File: src/rtl/wb_arbiter.sv
// Writeback arbiter: merges fixed-latency ALU results and FIFO-buffered load results onto one register-file write port.
// Optional macro WB_LD_BYPASS_EN lets a load skip the empty FIFO when the ALU is idle.
module wb_arbiter #(
    parameter int LD_FIFO_DEPTH = 4,
    parameter int MAX_WAIT      = 3
) (
    input  logic                             i_clk,
    input  logic                             i_rst_n,
    input  logic                             i_alu_valid,
    input  logic [4:0]                       i_alu_rd,
    input  logic [31:0]                      i_alu_data,
    output logic                             o_alu_ready,
    input  logic                             i_ld_valid,
    input  logic [4:0]                       i_ld_rd,
    input  logic [31:0]                      i_ld_data,
    output logic                             o_ld_ready,
    output logic [$clog2(LD_FIFO_DEPTH):0]   o_ld_count,
    output logic                             o_reg_write,
    output logic [4:0]                       o_write_rd,
    output logic [31:0]                      o_write_data
);

    localparam int PTR_W  = $clog2(LD_FIFO_DEPTH);
    localparam int CNT_W  = PTR_W + 1;
    localparam int WAIT_W = $clog2(MAX_WAIT + 1);

    logic [4:0]        fifo_rd_mem   [LD_FIFO_DEPTH];
    logic [31:0]       fifo_data_mem [LD_FIFO_DEPTH];

    logic [PTR_W-1:0]  wr_ptr_reg, wr_ptr_next;
    logic [PTR_W-1:0]  rd_ptr_reg, rd_ptr_next;
    logic [CNT_W-1:0]  count_reg, count_next;
    logic [WAIT_W-1:0] wait_cnt_reg, wait_cnt_next;

    logic              write_reg, write_next;
    logic [4:0]        write_rd_reg, write_rd_next;
    logic [31:0]       write_data_reg, write_data_next;

    logic              fifo_empty;
    logic              force_head;
    logic              ld_ready;
    logic              ld_accept;
    logic              ld_bypass;
    logic              push;
    logic              pop;
    logic              grant_head;
    logic              grant_alu;
    logic [4:0]        head_rd;
    logic [31:0]       head_data;

    assign head_rd   = fifo_rd_mem[rd_ptr_reg];
    assign head_data = fifo_data_mem[rd_ptr_reg];

    always_comb begin
        fifo_empty = (count_reg == '0);
        force_head = !fifo_empty && (wait_cnt_reg == WAIT_W'(MAX_WAIT));
        // Readiness comes from the registered count only, so a full FIFO never pops through.
        ld_ready   = (count_reg < CNT_W'(LD_FIFO_DEPTH));
        ld_accept  = i_ld_valid && ld_ready;
`ifdef WB_LD_BYPASS_EN
        ld_bypass  = ld_accept && fifo_empty && !i_alu_valid;
`else
        ld_bypass  = 1'b0;
`endif
        // rd==0 loads are accepted but never stored.
        push       = ld_accept && (i_ld_rd != 5'd0) && !ld_bypass;
        grant_head = force_head || (!i_alu_valid && !fifo_empty);
        grant_alu  = i_alu_valid && !force_head;
        pop        = grant_head;
    end

    always_comb begin
        wr_ptr_next   = push ? wr_ptr_reg + 1'b1 : wr_ptr_reg;
        rd_ptr_next   = pop  ? rd_ptr_reg + 1'b1 : rd_ptr_reg;
        count_next    = count_reg + CNT_W'(push) - CNT_W'(pop);

        wait_cnt_next = wait_cnt_reg;
        if (fifo_empty || grant_head) begin
            wait_cnt_next = '0;
        end else if (wait_cnt_reg != WAIT_W'(MAX_WAIT)) begin
            wait_cnt_next = wait_cnt_reg + 1'b1;
        end
    end

    always_comb begin
        write_next      = 1'b0;
        write_rd_next   = 5'd0;
        write_data_next = 32'd0;
        if (grant_head) begin
            if (head_rd != 5'd0) begin
                write_next      = 1'b1;
                write_rd_next   = head_rd;
                write_data_next = head_data;
            end
        end else if (grant_alu) begin
            if (i_alu_rd != 5'd0) begin
                write_next      = 1'b1;
                write_rd_next   = i_alu_rd;
                write_data_next = i_alu_data;
            end
        end else if (ld_bypass && (i_ld_rd != 5'd0)) begin
            write_next      = 1'b1;
            write_rd_next   = i_ld_rd;
            write_data_next = i_ld_data;
        end
    end

    always_ff @(posedge i_clk or negedge i_rst_n) begin
        if (!i_rst_n) begin
            wr_ptr_reg     <= '0;
            rd_ptr_reg     <= '0;
            count_reg      <= '0;
            wait_cnt_reg   <= '0;
            write_reg      <= 1'b0;
            write_rd_reg   <= 5'd0;
            write_data_reg <= 32'd0;
        end else begin
            wr_ptr_reg     <= wr_ptr_next;
            rd_ptr_reg     <= rd_ptr_next;
            count_reg      <= count_next;
            wait_cnt_reg   <= wait_cnt_next;
            write_reg      <= write_next;
            write_rd_reg   <= write_rd_next;
            write_data_reg <= write_data_next;
        end
    end

    // Storage needs no reset; occupancy is tracked by the pointers and count.
    always_ff @(posedge i_clk) begin
        if (push) begin
            fifo_rd_mem[wr_ptr_reg]   <= i_ld_rd;
            fifo_data_mem[wr_ptr_reg] <= i_ld_data;
        end
    end

    assign o_alu_ready  = !force_head;
    assign o_ld_ready   = ld_ready;
    assign o_ld_count   = count_reg;
    assign o_reg_write  = write_reg;
    assign o_write_rd   = write_rd_reg;
    assign o_write_data = write_data_reg;

endmodule

File: config.mk
export PLATFORM = sky130hd
export DESIGN_NAME = wb_arbiter
export DESIGN_NICKNAME = d
export VERILOG_FILES = /design/src/rtl/wb_arbiter.sv
export SDC_FILE = /design/constraint.sdc
export NUM_CORES = 1
export LEC_CHECK = 0
export CORE_AREA = 2 2 145 133
export CTS_CLUSTER_DIAMETER = 150
export DETAILED_ROUTE_END_ITERATION = 6
export DIE_AREA = 0 0 147 135
export HOLD_SLACK_MARGIN = 0.06
export PLACE_DENSITY = 0.73
export REMOVE_ABC_BUFFERS = 1
export SYNTH_ARGS = -nofsm -noshare
export SYNTH_HDL_FRONTEND = slang
export SYNTH_SLANG_ARGS = --single-unit
File: constraint.sdc
create_clock -name i_clk -period 5.8 [get_ports i_clk]
set_input_delay 1.16 -clock i_clk [delete_from_list [all_inputs] [get_ports i_clk]]
set_output_delay 1.16 -clock i_clk [all_outputs]
set_load 0.01 [all_outputs]
# Yosys cells after proc, flatten, opt, wreduce, memory -nomap -nowiden
# Memory sizes are Yosys's and may differ from the RTL's.
# Cells that the tools add are included.
dict set report classes {
  n_addsub 5
  order_cmp 1
  eq_ne 2
  muxes 16
  n_reduce_logical 15
}
# cell n
set op_table {}
lappend op_table {{2-to-1 mux 32 bit} 4}
lappend op_table {{2-to-1 mux 5 bit} 4}
lappend op_table {{nonzero test 5 bit} 3}
lappend op_table {{adder 2 x 1 -> 2 bit, second input constant} 3}
lappend op_table {{2-to-1 mux 1 bit} 6}
lappend op_table {{logical AND 1 bit} 5}
lappend op_table {{2-to-1 mux 2 bit} 2}
lappend op_table {{adder 3 x 1 -> 3 bit} 1}
lappend op_table {{logical NOT 1 bit} 3}
lappend op_table {{logical NOT 3 bit} 1}
lappend op_table {{< comparator 3 bit, second input constant} 1}
lappend op_table {{subtractor 3 x 1 -> 3 bit} 1}
lappend op_table {{equality test 2 bit, second input constant} 1}
lappend op_table {{logical OR 1 bit} 2}
lappend op_table {{!= test 2 bit, second input constant} 1}
lappend op_table {{nonzero test 2 bit} 1}
dict set report totals {
  ff_bits 47
  mem_bits_rw 148
  mem_count 2
}
# memory words width rd rd_ports_with_merged_regs write_ports line_no
set memory_table {}
lappend memory_table {fifo_data_mem 4 32 1 0 1 28} ;# logic [31:0] fifo_data_mem [LD_FIFO_DEPTH];
lappend memory_table {fifo_rd_mem 4 5 1 0 1 27} ;# logic [4:0] fifo_rd_mem [LD_FIFO_DEPTH];

# Depth between registers and ports, before layout
# Gate-level depths: netlist of run 1.
dict set report depth {
  depth_word 7
  depth_mapped 10
  mapped_depth_nobuf 10
}

# Worst setup path after synthesis of run 1
# OpenSTA, ideal clock, no wires.
dict set report synth_timing {
  path_type {input -> register}
  start {input port i_ld_rd[1]}
  end {register count_reg[2], in the netlist o_ld_count[2]}
  arrival_ps 3002
  setup_slack_ps 2669
  cell_stages 10
  path_cell_list {or3_1 > o311a_1 > inv_1 > ha_1 > inv_1 > ha_1 > inv_1 > fa_1 > xnor2_1 > xnor2_1}
}
dict set report synth_via {
  elab_chain_len 4
}
# element line_no
set synth_rtl {}
lappend synth_rtl {{from (decl)} 14} ;# input logic [4:0] i_ld_rd,
lappend synth_rtl {{nonzero test 5 bit} --}
lappend synth_rtl {{logical AND 1 bit} 66} ;# push = ld_accept && (i_ld_rd != 5'd0) && !ld_bypass;
lappend synth_rtl {{adder 3 x 1 -> 3 bit} 75} ;# count_next = count_reg + CNT_W'(push) - CNT_W'(pop);
lappend synth_rtl {{subtractor 3 x 1 -> 3 bit} 75}
lappend synth_rtl {{named net count_next[2]} 32} ;# logic [CNT_W-1:0] count_reg, count_next;
lappend synth_rtl {{to (signal assigned)} 120} ;# count_reg <= count_next;
lappend synth_rtl {{to (decl)} 32}
# The timed path passes the listed nets, and every way through them passes these cells.
# A chain may end at the register's enable or synchronous reset.

# Worst setup path after layout of run 1
dict set report layout_timing {
  start {input port i_ld_rd[0]}
  end {register count_reg[2], in the netlist o_ld_count[2]}
}
# Same word-level chain as after synthesis.

==> results of run 1 <==
Yosys cell counts:
master / number / area share
edfxtp_1: 148 / 0.61
dfrtp_1: 47 / 0.16
a22o_1: 37 / 0.045
mux4_2: 35 / 0.11
inv_1: 9 / 0.0047
buf_6: 7 / 0.011
ha_1: 7 / 0.012
xnor2_1: 5 / 0.0061
and2_1: 4 / 0.0035
buf_2: 4 / 0.0028
clkbuf_1: 3 / 0.0016
nand2_1: 3 / 0.0016
mux4_1: 2 / 0.0073
o21ai_0: 2 / 0.0014
a21oi_1: 1 / 0.00069
a21oi_2: 1 / 0.0012
and3_1: 1 / 0.00087
fa_1: 1 / 0.0028
nor2_1: 1 / 0.00052
nor2b_1: 1 / 0.00087
nor3_1: 1 / 0.00069
nor3_2: 1 / 0.0014
nor4_1: 1 / 0.00087
o21a_4: 1 / 0.0021
o311a_1: 1 / 0.0014
or2_2: 1 / 0.00087
or3_1: 1 / 0.00087
or3_4: 1 / 0.0016
or4_1: 1 / 0.0010
worst paths after layout:
path | start | endpoint | slack (ns) | cells after the start
worst max register to register | rd_ptr_reg[0] | o_reg_write | 2.88 | 5
worst max-delay path | i_ld_rd[0] | o_ld_count[2] | 2.45 | 11
min in group asynchronous | i_rst_n | o_ld_count[2] | 0.95 | 1
worst min-delay path | wait_cnt_reg[0] | wait_cnt_reg[0] | 0.46 | 1
worst min register to register | wait_cnt_reg[0] | wait_cnt_reg[0] | 0.46 | 1
max in group asynchronous | i_rst_n | rd_ptr_reg[1] | 4.12 | 1
cell families after synthesis:
logic type | Yosys count
buf+inv | 23
xor+xnor | 5
simple gates | 17
compound gates | 43
mux | 37
fa+ha+maj | 8
flops | 195
per-layer routing:
metal / GRT usage / routed length [um]
met5: 0 / 0
met4: 0.0545 / 163
met3: 0.0459 / 690
met2: 0.231 / 6550
met1: 0.181 / 5720
area by class of cell:
class / instances / area (um2) / area share
inverters: 9 / 33.8 / 0.00368
clock buffers: 21 / 440 / 0.0480
flip-flops and latches: 195 / 5620 / 0.613
well taps: 245 / 307 / 0.0334
clock inverters: 10 / 90.1 / 0.00981
multi-input cells: 110 / 1480 / 0.162
repair buffers: 121 / 1200 / 0.131
per-stage QoR:
stage / instance area, um2 / total power [uW]
6_report: 9180 / 4170
3_5_place_dp: 8650 / 3170
3_3_place_gp: 8650 / 3130
4_1_cts: 9180 / 4240
2_1_floorplan: 7120 / 2630
5_1_grt: 9180 / 4400
power groups by stage:
stage               combinational [uW]  sequential (uW)  clock [uW]
floorplan                          578             2060           0
global placement                  1130             2000           0
detailed placement                1160             2010           0
CTS                               1160             1990        1090
global route                      1230             2010        1150
finish                            1130             1970        1070
==> flow_summary.toml, run 1 <==
[run_status]
status = "complete, no violations"

[global_routing]
grt_pass1_wl_um = 20900
antenna_found_initial = 0
grt_max_degree = 48
overflow = 0
grt_pass1_vias = 3769
track_usage = 0.142

[floorplanning]
initial_core_util = 0.397
rows = 47
ios = 121
core-area_um2 = 18200
dieArea_um2 = 19800
die_height_um = 135
die_w_um = 147

[logic_synthesis]
synth-simple-area-share = 0.0145
syn_area_um2 = 7230
synth_fa_ha_area_frac = 0.0149
synth_warnings = 0
ys_seq_elements = 195
synth_xor_area_frac = 0.00605
synth_cell_type_count = 29
syn_inst = 328
synth.area.mux_share = 0.116
syn_avg_cell_area_um2 = 22.1
seq_area_frac_synth = 0.777
synth_top_family_by_area = "multiplexers"
synth_compound_area_frac = 0.0515

[setup_path]
cp_data_arrival_time_ns = 3.66
cpPeakStageDelay_ns = 0.49
worst_path_most_repeated_cell = "inv_1"
crit_path_start_kind = "input pin"
path_cells = "clkdlybuf4s50_1 > or3_1 > o311a_1 > inv_1 > ha_1 > inv_1 > ha_1 > inv_1 > fa_1 > xnor2_1 > xnor2_1"
path_buf_inv = 4
cp_slowest_cell = "clkdlybuf4s50_1"
required_ns = 6.11
endpoint_kind = "register"
crit_fanout = 8
cp_top_family = "adder cells"
critical_path_class = "input pin to register"

[timing]
worstMarginPinSlew_ns = 1.11
slew_headroom = 0.261
setup_tns_ns = 0
max_freq_ghz = 0.299
fin_worst_skew_ns = 0.0122
rsz0062_at_grt = "no"
setup_ws_ns = 2.45
finalCriticalPeriod_ns = 3.35
hold_viol_final = 0
period_share = 0.578
fin_hold_ws_ns = 0.455
maxSlewViolCount = 0
setup_viol = 0

[drt]
drt_wl_total_um = 13100
firstDrtPassIters = 4
ant_nets = 0
num_vias = 3434
vias_per_cell = 4.83
wl_per_cell_um = 18.5
drt_iter0_markers = 210
route.detailed.drc = 0

[clock_network]
clk_transition_reported_paths_ns = 0.07
numCtsBuffers = 17
cts_buffer_depth = 2
post_cts_buffers = 0
cts_tree = "built"
cts.sinks = 195
cts_root_buf = "clkbuf_16"
ctsHoldBuffers = 0
ctsHtreeMaxLevel = 4
postCtsResizedCells = 0
clock_latency_ns = 0.43

[final_layout]
regMostFlops = "fifo_data_mem"
instances_no_fill = 711
utilization = 0.504
final_common_cell = "edfxtp_1"
largest_register_ffs = 128
layout-drive-gt1-share = 0.159
fill_cells = 1490
nNetsFinal = 540
n_antenna_cell = 0
layout_common_cells = "edfxtp_1, clkdlybuf4s50_1, dfrtp_1"
syn_to_final_growth_pct = 26.9

[pwr]
p_comb_frac = 0.271
power.internal_uw = 3040
vdd_drop_max_mv = 0.197
clkPwrFrac = 0.256
p_sw_uw = 1130
switching_share = 0.270
p_leak_uw = 0.00319
power_density_nw_per_um2 = 454
seqPwrFrac = 0.473

[hold_path]
min_path_type = "register to register"

[place]
place_congestion = 0.688
dpl.hpwl_um = 7970
dp_slack_ns = 1.98
portBuffers = 120
placed_cells = 680

[job]
max-cap-violations = 0
(Power assumes the default switching activity.)
==> run 2, diff against run 1 <==
clock period = 3.2 ns   (was 5.8 ns; I/O delays follow)
==> flow_summary.toml, run 2 (same netlist as run 1, synthesis figures left out) <==
[floorplanning]
core-area_um2 = 18200
die_w_um = 147
die_height_um = 135
rows = 47
ios = 121
dieArea_um2 = 19800
initial_core_util = 0.397

[place]
dp_slack_ns = 0.0423
place_area_um2 = 8720
dpl.hpwl_um = 8690
portBuffers = 120
place_congestion = 0.698

[clock_network]
cts_buffer_depth = 2
postCtsResizedCells = 0
clock_latency_ns = 0.43
cts_root_buf = "clkbuf_16"
cts_tree = "built"
numCtsBuffers = 17
ctsHtreeMaxLevel = 4
clk_transition_reported_paths_ns = 0.06
post_cts_buffers = 0
cts.sinks = 195
ctsHoldBuffers = 0

[pwr]
total_power_uw = 8030
switching_share = 0.257
power_density_nw_per_um2 = 855
p_sw_uw = 2070
clkPwrFrac = 0.292
p_comb_frac = 0.273
vdd_drop_max_mv = 0.394
power.internal_uw = 5960
seqPwrFrac = 0.435
p_leak_uw = 0.00330

[run_status]
status = "complete, no violations"

[final_layout]
nNetsFinal = 548
regMostFlops = "fifo_data_mem"
seq_area_um2 = 5620
multi_input_area_um2 = 1480
layout-drive-gt1-share = 0.179
final_cell_area_um2 = 9390
largest_register_ffs = 128
layout_common_cells = "edfxtp_1, clkdlybuf4s50_1, dfrtp_1"
final_common_cell = "edfxtp_1"
fill_cells = 1452
syn_to_final_growth_pct = 29.8
utilization = 0.515
n_antenna_cell = 0

[setup_path]
required_ns = 3.51
cpPeakStageDelay_ns = 0.50
worst_path_most_repeated_cell = "inv_1"
path_cells = "clkdlybuf4s50_1 > or3_1 > o311a_1 > inv_1 > ha_1 > inv_1 > ha_1 > inv_1 > fa_1 > xnor2_1 > xnor2_1"
rrSetupSlack_ns = 0.75
reg2regPathDepth = 10
cp-startpoint = "i_ld_rd[0]"
crit_fanout = 5
critical_path_class = "input pin to register"
endpoint_kind = "register"
crit_path_start_kind = "input pin"
cp_top_family = "adder cells"
cp_num_cells = 11
cp_slowest_cell = "clkdlybuf4s50_1"
path_buf_inv = 4
rr_endpoint = "o_ld_count[2]"
cp_data_arrival_time_ns = 3.01
reg2reg_from = "o_ld_count[1]"
setup.worst_path.end = "o_ld_count[2]"

[global_routing]
antenna_found_initial = 0
grt_pass1_vias = 3771
overflow = 0
grt_pass1_wl_um = 20800
track_usage = 0.143
grt_max_degree = 38

[timing]
period_share = 0.844
hold_viol_final = 0
max_freq_ghz = 0.370
setup_viol = 0
fin_worst_skew_ns = 0.00778
rsz0062_at_grt = "no"
maxSlewViolCount = 0
worstMarginPinSlew_ns = 1.05
slew_headroom = 0.301
finalCriticalPeriod_ns = 2.70
setup_ws_ns = 0.498

[drt]
ant_nets = 0
wl_per_cell_um = 18.5
num_vias = 3473
drt_iter0_markers = 186
firstDrtPassIters = 4
drt_wl_total_um = 13300
vias_per_cell = 4.82
route.detailed.drc = 0

[hold_path]
min_path_type = "input pin to asynchronous set/reset pin"

[job]
max-cap-violations = 0
## run 2: changes by cell type in the layout (fill, tap and decap cells not counted)
cell | previous run | this run
buf_4 | 1 | 8
bufinv_16 | 1 | 6
clkbuf_1 | 4 | 2
clkinv_2 | 2 | 0
clkinv_4 | 1 | 3
clkinvlp_4 | 5 | 3
buf_12 | 0 | 1
## run 2: per-layer routing
metal / routed length [um] / global-route usage / vias up / share of wire
met5: 0 / 0 / - / 0
met4: 169 / 0.0497 / 0 / 0.013
met3: 747 / 0.0483 / 16 / 0.056
li1: - / - / 1610 / -
met2: 6610 / 0.232 / 94 / 0.50
met1: 5770 / 0.181 / 1753 / 0.43
## run 2: per-stage QoR
step	hold slack, ns	instances	setup TNS, ns
after floorplan	0.344	314	-1.02
after global placement	0.430	688	0
after detailed placement	0.439	688	0
after CTS	0.338	720	0
after global routing	0.383	720	0
final	0.316	720	0
## run 2: worst min-delay path by stage
stage | depth (start not counted) | end | from | slack (ns)
global placement | 1 | wait_cnt_reg[0] | wait_cnt_reg[0] | 0.43
detailed placement | 1 | wait_cnt_reg[0] | wait_cnt_reg[0] | 0.44
finish | 1 | o_write_rd[4] | i_rst_n | 0.32
CTS | 1 | o_write_data[4] | i_rst_n | 0.34
floorplan | 0 | o_ld_count[0] | i_rst_n | 0.34
global route | 1 | o_write_rd[4] | i_rst_n | 0.38
## run 2: area by class of cell
type	count	area share
timing repair buffer	129	0.136
inverter	9	0.00360
tap	245	0.0327
multi-input combinational	110	0.158
clock inverter	13	0.0248
sequential	195	0.599
clock buffer	19	0.0461
## run 2: worst reg2reg max path, cell delays in order, from the launching register on
cell and delay (ns):
dfrtp_1 0.44, or3_4 0.40, o21ai_0 0.13, inv_1 0.18
ha_1 0.31, inv_1 0.06, ha_1 0.13, inv_1 0.05
fa_1 0.37, xnor2_1 0.14, xnor2_1 0.12
## run 2: power by group through the flow
stage / logic (uW) / clock network, uW / registers, uW
floorplan: 1050 / 0 / 3720
global placement: 2210 / 0 / 3530
detailed placement: 2250 / 0 / 3550
CTS: 2250 / 2390 / 3510
global route: 2380 / 2500 / 3550
finish: 2190 / 2340 / 3490
==> run 3, diff against run 2 <==
clock period = 2.6 ns   (was 3.2 ns; I/O delays follow)
==> flow_summary.toml, run 3 (same netlist as run 1, synthesis figures left out) <==
[floorplanning]
die_height_um = 135
dieArea_um2 = 19800
core-area_um2 = 18200
ios = 121
rows = 47
initial_core_util = 0.397
die_w_um = 147

[drt]
wl_per_cell_um = 18.7
drt_wl_total_um = 13700
firstDrtPassIters = 4
vias_per_cell = 4.93
route.detailed.drc = 0
num_vias = 3613
drt_iter0_markers = 187
ant_nets = 0

[clock_network]
cts_tree = "built"
ctsHoldBuffers = 0
numCtsBuffers = 17
cts_buffer_depth = 2
cts.sinks = 195
clock_latency_ns = 0.42
cts_root_buf = "clkbuf_16"
ctsHtreeMaxLevel = 4
clk_transition_reported_paths_ns = 0.07

[setup_path]
crit_path_start_kind = "input pin"
setup.worst_path.end = "o_ld_count[2]"
required_ns = 2.95
cp_data_arrival_time_ns = 2.80
critical_path_class = "input pin to register"
cp-startpoint = "i_ld_rd[3]"
reg2regPathDepth = 10
rr_endpoint = "o_ld_count[2]"
crit_fanout = 2
endpoint_kind = "register"
rrSetupSlack_ns = 0.28
reg2reg_from = "o_ld_count[0]"

[timing]
rsz0062_at_grt = "no"
period_share = 0.944
setup_ws_ns = 0.146
slew_headroom = 0.318
maxSlewViolCount = 0
worstMarginPinSlew_ns = 1.02
max_freq_ghz = 0.408
finalCriticalPeriod_ns = 2.45
fin_worst_skew_ns = 0.00942
setup_viol = 0
hold_viol_final = 0
fin_hold_ws_ns = 0.119

[global_routing]
track_usage = 0.146
grt_pass1_wl_um = 21500
grt_max_degree = 34
overflow = 0
top_usage_layer = "met2"
grt_util_met2 = 0.233
grt_util_met3 = 0.0412
grt.met1_usage = 0.194
grt_pass1_vias = 3863
antenna_found_initial = 0

[hold_path]
min_path_type = "input pin to asynchronous set/reset pin"

[place]
portBuffers = 120
dpl.hpwl_um = 8930
place_congestion = 0.706
dp_slack_ns = -0.452
placed_cells = 701

[pwr]
p_leak_uw = 0.00336
power_density_nw_per_um2 = 1030
vdd_drop_max_mv = 0.477
total_power_uw = 9790

[final_layout]
layout-drive-gt1-share = 0.197
instances_no_fill = 733
largest_register_ffs = 128
syn_to_final_growth_pct = 31.1
fill_cells = 1441
final_common_cell = "edfxtp_1"
n_antenna_cell = 0
seq_area_um2 = 5620
multi_input_area_um2 = 1480
nNetsFinal = 561
layout_common_cells = "edfxtp_1, clkdlybuf4s50_1, dfrtp_1"
regMostFlops = "fifo_data_mem"

[job]
max-cap-violations = 0

[run_status]
status = "complete, no violations"
[run 3: area by class of cell]
cell class / instances / share of cell area
clock buffers: 18 / 0.0453
clock inverters: 14 / 0.0195
inverters: 9 / 0.00356
multi-input cells: 110 / 0.156
flip-flops and latches: 195 / 0.593
well taps: 245 / 0.0323
repair buffers: 142 / 0.150
[run 3: per-stage QoR]
step | util | area, um2 | setup TNS, ns
2_1_floorplan | - | 7120 | -20.91
3_3_place_gp | 0.487 | 8870 | -0.576
3_5_place_dp | 0.487 | 8870 | -1.48
4_1_cts | 0.520 | 9480 | 0
5_1_grt | 0.520 | 9480 | 0
6_report | 0.520 | 9480 | 0
[run 3: metal layers]
| layer | routed length (um) | up-vias |
|---|---|---|
| met1 | 5960 | 1851 |
| met3 | 840 | 18 |
| met5 | 0 | - |
| li1 | - | 1632 |
| met4 | 241 | 0 |
| met2 | 6670 | 112 |
[run 3: worst min path at each step]
| stage | to | cells past startpoint |
|---|---|---|
| floorplan | o_ld_count[0] | 0 |
| global placement | wait_cnt_reg[0] | 1 |
| detailed placement | wait_cnt_reg[0] | 1 |
| CTS | o_write_rd[4] | 1 |
| global route | o_write_rd[4] | 1 |
| finish | o_write_rd[4] | 1 |
[run 3: power breakdown]
part           switching [uW]  total [uW]  internal [uW]
clock                    1100        2700           1600
sequential                210        4220           4010
combinational            1290        2870           1580
total                    2600        9790           7200
[run 3: critical path: stages]
cell and delay (ns):
clkdlybuf4s50_1 0.42, or3_1 0.32, o311a_1 0.32, inv_1 0.07
ha_1 0.22, inv_1 0.06, ha_1 0.12, inv_1 0.04
fa_1 0.37, xnor2_1 0.20, xnor2_1 0.14
[run 3: repair_timing]
action,in CTS,in global routing
gates resized for setup,2,0
endpoints found under the setup margin,1,0
setup buffers,0,0
endpoints found under the hold margin,0,0
